==> src/rtl/rtc_pkg.sv <==
// rtc_pkg: shared constants, enums and helpers for the RTC timebase (optional BCD load via RTC_BCD_LOAD_EN)
package rtc_pkg;
  localparam logic [31:0] MAC_UNIX_EPOCH_OFFSET = 32'h7C25B080;
  typedef enum logic [1:0] {LANE_B0, LANE_B1, LANE_B2, LANE_B3} lane_t;
  typedef enum logic {WAIT_TS, RUN} state_t;
  localparam int BCD_SEC = 0;
  localparam int BCD_MIN = 8;
  localparam int BCD_HOUR = 16;
  localparam int BCD_DATE = 24;
  localparam int BCD_MONTH = 32;
  localparam int BCD_YEAR = 40;
  localparam int BCD_DOW = 48;
  localparam int BCD_TOGGLE = 64;
  function automatic logic [6:0] bcd2bin(input logic [7:0] b);
    return 7'(b[7:4]) * 7'd10 + 7'(b[3:0]);
  endfunction
  function automatic logic [8:0] cum_days(input logic [3:0] m);
    case (m)
      4'd2: return 9'd31;
      4'd3: return 9'd59;
      4'd4: return 9'd90;
      4'd5: return 9'd120;
      4'd6: return 9'd151;
      4'd7: return 9'd181;
      4'd8: return 9'd212;
      4'd9: return 9'd243;
      4'd10: return 9'd273;
      4'd11: return 9'd304;
      4'd12: return 9'd334;
      default: return 9'd0;
    endcase
  endfunction
endpackage

==> src/rtl/rtc_bcd_to_secs.sv <==
// rtc_bcd_to_secs: BCD calendar to Mac-epoch seconds, sequential shift-add (used with RTC_BCD_LOAD_EN)
module rtc_bcd_to_secs import rtc_pkg::*; (
  input  logic        clk,
  input  logic        reset,
  input  logic        start,
  input  logic        abort,
  input  logic [47:0] rtc,
  output logic        busy,
  output logic        done,
  output logic [31:0] secs_out
);
  logic [6:0] sec, min, hour, date, month, yy;
  logic [7:0] yo;
  logic [16:0] days, d_q;
  logic [31:0] hms, m_q;
  logic [4:0] cnt;
  // Two-digit year windowed: 04..99 -> 1904..1999, 00..03 -> 2000..2003
  always_comb begin
    sec = bcd2bin(rtc[BCD_SEC +: 8]);
    min = bcd2bin(rtc[BCD_MIN +: 8]);
    hour = bcd2bin(rtc[BCD_HOUR +: 8]);
    date = bcd2bin(rtc[BCD_DATE +: 8]);
    month = bcd2bin(rtc[BCD_MONTH +: 8]);
    yy = bcd2bin(rtc[BCD_YEAR +: 8]);
    yo = yy < 7'd4 ? 8'(yy + 7'd96) : 8'(yy - 7'd4);
    days = 17'(yo) * 17'd365 + 17'((yo + 8'd3) >> 2) + 17'(cum_days(month[3:0]))
         + {16'd0, yo[1:0] == 2'b00 && month > 7'd2} + 17'(date) - 17'd1;
    hms = 32'(hour) * 32'd3600 + 32'(min) * 32'd60 + 32'(sec);
  end
  always_ff @(posedge clk) begin
    if (reset || abort) begin
      busy <= 1'b0;
      done <= 1'b0;
      cnt <= '0;
      d_q <= '0;
      m_q <= '0;
      secs_out <= '0;
    end else begin
      done <= 1'b0;
      if (start && !busy) begin
        busy <= 1'b1;
        cnt <= '0;
        d_q <= days;
        m_q <= 32'd86400;
        secs_out <= hms;
      end else if (busy) begin
        secs_out <= secs_out + (d_q[0] ? m_q : 32'd0);
        d_q <= d_q >> 1;
        m_q <= m_q << 1;
        cnt <= cnt + 5'd1;
        busy <= cnt != 5'd16;
        done <= cnt == 5'd16;
      end
    end
  end
endmodule

==> src/rtl/rtc_timebase.sv <==
// rtc_timebase: Mac-epoch seconds counter, 1 Hz onesec and byte-lane writes (optional BCD load via RTC_BCD_LOAD_EN)
module rtc_timebase import rtc_pkg::*; #(
  parameter int          CLK_HZ       = 32000000,
  parameter logic [31:0] EPOCH_OFFSET = MAC_UNIX_EPOCH_OFFSET
) (
  input  logic        clk,
  input  logic        reset,
  input  logic [32:0] timestamp,
  input  logic        wr_en,
  input  logic [1:0]  wr_lane,
  input  logic [7:0]  wr_data,
  input  logic        wp,
`ifdef RTC_BCD_LOAD_EN
  input  logic [64:0] rtc,
`endif
  output logic [31:0] secs,
  output logic        secs_valid,
  output logic        tick,
  output logic        onesec
);
  localparam int PW = $clog2(CLK_HZ);
  localparam logic [PW-1:0] TC = PW'(CLK_HZ - 1);
  localparam logic [PW-1:0] HALF = PW'(CLK_HZ / 2);
  state_t state, state_n;
  logic [PW-1:0] presc, presc_n;
  logic [31:0] secs_n, secs_inc, secs_wr, load_val;
  logic ts_toggle_d, ts_req, wr_ok, wr0, term, load;
`ifdef RTC_BCD_LOAD_EN
  logic rtc_tog_d, bcd_start, bcd_busy, bcd_done;
  logic [31:0] bcd_secs;
  assign bcd_start = rtc[BCD_TOGGLE] != rtc_tog_d && !ts_req && !bcd_busy;
  rtc_bcd_to_secs u_bcd (
    .clk(clk), .reset(reset), .start(bcd_start), .abort(ts_req), .rtc(rtc[47:0]),
    .busy(bcd_busy), .done(bcd_done), .secs_out(bcd_secs)
  );
  always_ff @(posedge clk) rtc_tog_d <= rtc[BCD_TOGGLE];
`endif
  // Lane-0 writes restart the second, so they drop the pending increment
  always_comb begin
    ts_req = timestamp[32] != ts_toggle_d;
`ifdef RTC_BCD_LOAD_EN
    load = ts_req || bcd_done;
    load_val = ts_req ? timestamp[31:0] + EPOCH_OFFSET : bcd_secs;
`else
    load = ts_req;
    load_val = timestamp[31:0] + EPOCH_OFFSET;
`endif
    wr_ok = wr_en && !wp;
    wr0 = wr_ok && lane_t'(wr_lane) == LANE_B0;
    term = state == RUN && presc == TC;
    secs_inc = term ? secs + 32'd1 : secs;
    secs_wr = wr0 ? secs : secs_inc;
    secs_wr[{wr_lane, 3'b000} +: 8] = wr_data;
    secs_n = load ? load_val : wr_ok ? secs_wr : secs_inc;
    presc_n = (load || wr0 || state != RUN || term) ? '0 : PW'(presc + 1'b1);
    state_n = (load || wr_ok) ? RUN : state;
  end
  always_ff @(posedge clk) begin
    if (reset) begin
      state <= WAIT_TS;
      presc <= '0;
      secs <= '0;
      secs_valid <= 1'b0;
      tick <= 1'b0;
      onesec <= 1'b0;
      ts_toggle_d <= timestamp[32];
    end else begin
      state <= state_n;
      presc <= presc_n;
      secs <= secs_n;
      secs_valid <= secs_valid || load || wr_ok;
      tick <= term && !load && !wr0;
      onesec <= state_n == RUN && presc_n < HALF;
      ts_toggle_d <= timestamp[32];
    end
  end
endmodule

==> config.mk <==
export PLATFORM = sky130hd
export DESIGN_NAME = rtc_timebase
export DESIGN_NICKNAME = d
export VERILOG_FILES = /design/src/rtl/rtc_pkg.sv /design/src/rtl/rtc_bcd_to_secs.sv /design/src/rtl/rtc_timebase.sv
export SDC_FILE = /design/constraint.sdc
export NUM_CORES = 1
export LEC_CHECK = 0
export BUFFER_PORTS_ARGS = -buffer_cell sky130_fd_sc_hd__buf_2
export CAP_MARGIN = 20
export CORE_MARGIN = 2
export CORE_UTILIZATION = 55
export DETAILED_ROUTE_END_ITERATION = 8
export GPL_TIMING_DRIVEN = 0
export PLACE_DENSITY_LB_ADDON = 0.2
export REMOVE_ABC_BUFFERS = 1
export SLEW_MARGIN = 20
export SYNTH_ARGS = -nofsm -noshare
export SYNTH_HDL_FRONTEND = slang
export SYNTH_HIERARCHICAL = 1
export SYNTH_SLANG_ARGS = --single-unit
==> constraint.sdc <==
create_clock -name clk -period 6.38 [get_ports clk]
set_input_delay 0.319 -clock clk [delete_from_list [all_inputs] [get_ports clk]]
set_output_delay 0.319 -clock clk [all_outputs]
set_load 0.01 [all_outputs]
==> summary.txt <==
Synth
  • Cell taking the most area after synthesis: dfxtp_1
  • Xor/xnor cell area share of the yosys netlist: 0.103
  • Multiplexer area fraction after synthesis: 0
  • Yosys top cell area share: 0.282
  • Post-synthesis average cell area: between 7 and 8 um^2
  • Yosys warnings: 6
  • Most frequent cell after synthesis: nor2_1
  • Ys async rst share: 0
  • Post-synth EDFFs: 0
  • Simple-gate portion of the synthesized area: 0.330
  • Netlist cell types: 65
  • Post-synthesis sequential area ratio: 0.282
  • Ys flop type: dfxtp_1
  • Top post-synthesis cells by count: nor2_1 (82), dfxtp_1 (62), nand2_1 (47)
  • Synth Area in Compound Gates: 0.226
  • Mapped Cells: slightly below 600
  • FF+latch count, synth: 62
  • Top cells by area, synth: dfxtp_1 (28%), nor2_1 (7.0%), xor2_1 (6.2%)
  • Post-Syn Area: ~4400 um^2
  • Largest family of logic cells by synthesized area: simple AND/OR/NAND/NOR gates
  • Adder-cell area share of the yosys netlist: 0.0228

Cells and area
  • N_diodes: 0
  • Share of cells above drive strength 1: 0.193
  • Final-stage net count: slightly above 700
  • Final Cell Area: around 5000 um^2
  • Synth-to-layout area growth: 14.2%
  • Fillers: 703

Timing
  • Total negative slack: 0 ps
  • Worst setup margin: 3390 ps
  • Worst relative slew slack: 0.351
  • Clock Skews: approximately 12 ps
  • Min cycle time layout: between 2000 and 3000 ps
  • Period Utilization, post-route: 0.469
  • Final Hold Vio Count: 0
  • Max Slew Vio Count: 0
  • Setup violators final: 0
  • Pin slew with the least headroom to its limit: 969 ps
  • Fmax: roughly 330 MHz
  • Unrepaired setup endpoints after global routing: false

Routing
  • Initial drt markers: ~540
  • DR pass1 iterations: 6
  • Post-route ant nets: 0
  • Met2 WL: 5580 um
  • WL met1: 5510 um
  • DRC viols: 0
  • Routed wire length: between 10,000 and 15,000 um
  • Drt via density: approximately 6.3
  • Top Layer Used: met4
  • DR vias: ~4,800
  • WL met3: roughly 1300 um
  • Wire per inst: 16.7 um

Floorplanning
  • Cell row count: 32
  • Die Span Y: approximately 93 um
  • Die width: 93.4 um
  • Core Region: between 7000 and 8000 um^2
  • Starting Density: 0.569
  • IO Pins: 82
  • Die area: a little under 9000 um^2

Setup path
  • Worst EP required: approximately 6600 ps
  • CP Capture Type: flip-flop
  • R2r setup slk: 3390 ps
  • Slowest CP cell: xnor2_2
  • Delay-heaviest family, CP: simple AND/OR/NAND/NOR gates
  • Max incr delay on CP: about 780 ps
  • Crit Path Category: reg -> reg
  • Crit-path cells: xnor2_2 -> nand3_1 -> nor4b_4 -> a22oi_1 -> a21oi_1 -> nor2_1 -> a311oi_1
  • Maximum fanout along the worst path: 18
  • Crit path DAT: 3230 ps
  • Startpoint class of the critical path: flip-flop
  • Bufs and invs on worst path: 0

Global routing
  • Total Routing Usage GR: 0.292
  • Initial antenna violation count: 0
  • Largest net degree at the start of global routing: 38
  • Vias in the first global route: around 4,200
  • Congestion Overflow GR: 0
  • First-pass GRT wire length: between 20,000 and 25,000 um

Clock tree
  • Worst-path clk slew: approximately 70 ps
  • Postcts setup bufs: 0
  • CTS Buf Count: 9
  • Worst-skew pair later-pin latency: approximately 350 ps
  • Cts hold-fix bufs: 0
  • H-tree depth: 3
  • Clock Sinks: 62
  • Root Buffer: clkbuf_8
  • CTS resizes: 0
  • Clock buffer depth: 2
  • TritonCTS clock tree: built

Run
  • MaxCap Viol Count: 0

Placed design
  • Pre-CTS setup slack: approximately 3400 ps
  • RePlAce Congestion: about 0.98
  • Post-DP Area: 4840 um^2
  • Dpl hpwl: between 9000 and 10,000 um
  • Port Buffers: just over 80

Status
  • Status: finished, final reports clean

Pwr
  • Worst vdd ir: ~0.11 mV
  • Tot Pwr: just under 1000 uW
  • Power density cells: approximately 190 nW/um^2
  • Leakage: around 0.0019 uW

Min path
  • Worst Hold Class: in -> reg
==> report_power, final <==
group          leakage, uW  internal [uW]  switching (uW)
sequential        0.000506            407            26.4
clock            0.0000904            180             160
combinational      0.00130           76.0             113
total              0.00189            663             299
==> sequential cells by signal, indices dropped and copies added (netlist names) <==
register / cells
secs_valid: 1
tick: 1
state: 1
onesec: 1
ts_toggle_d: 1
presc: 25
secs: 32
==> metrics by stage <==
stage	hold slack, ps	util	instances
global placement	440	0.623	742
CTS	156	0.650	759
floorplan	347	-	559
detailed placement	456	0.626	743
finish	158	0.650	759
global route	157	0.650	759
==> layer usage <==
metal  GRT usage  up-vias
li1            -     2287
met1       0.416     2164
met2       0.457      275
met3      0.0419       35
met4      0.0882        0
met5           0        -
==> path summary, 6_finish.rpt <==
check                              startpoint     endpoint  cells after the start
worst max-delay path              ts_toggle_d      secs[4]                      7
worst max register to register    ts_toggle_d      secs[4]                      7
worst min-delay path            timestamp[32]  ts_toggle_d                      1
worst min register to register       presc[0]     presc[0]                      1
==> kinds of logic after synthesis <==
family                     after synthesis
xor gates and xnor gates                51
adders and majority gates                8
DFF                                     62
buffers and inverters                   31
AOI/OAI and AO/OA                      156
and+or+nand+nor                        270
==> cells in the final DEF, fill, tap and decap left out, types with 3 or more instances in the layout <==
master / instances
a21o_1: 3
a221oi_1: 9
a311oi_1: 3
and4_1: 4
nor3b_1: 4
a211oi_1: 8
xnor2_1: 19
nand3_1: 35
nor3_1: 24
nand4_1: 10
clkbuf_8: 9
o21ai_0: 40
a21oi_1: 43
o31ai_1: 6
or3_1: 9
nor2_1: 82
and3_1: 13
a31oi_1: 11
xor2_1: 30
nor4_1: 5
nand2_1: 47
ha_1: 8
dfxtp_1: 62
buf_2: 81
clkbuf_1: 3
a22oi_1: 14
or2_2: 8
inv_1: 12
nor3_2: 3
==> layout make-up <==
cell class / count / area (um^2) / share of cell area
Sequential cell: 62 / 1240 / 0.247
Clock inverter: 4 / 47.5 / 0.00947
Clock buffer: 12 / 135 / 0.0269
Multi-Input combinational cell: 485 / 3010 / 0.598
Timing Repair Buffer: 82 / 420 / 0.0837
Inverter: 12 / 45.0 / 0.00897
Tap cell: 102 / 128 / 0.0254
Note: power is estimated with default switching activity, not from simulation.
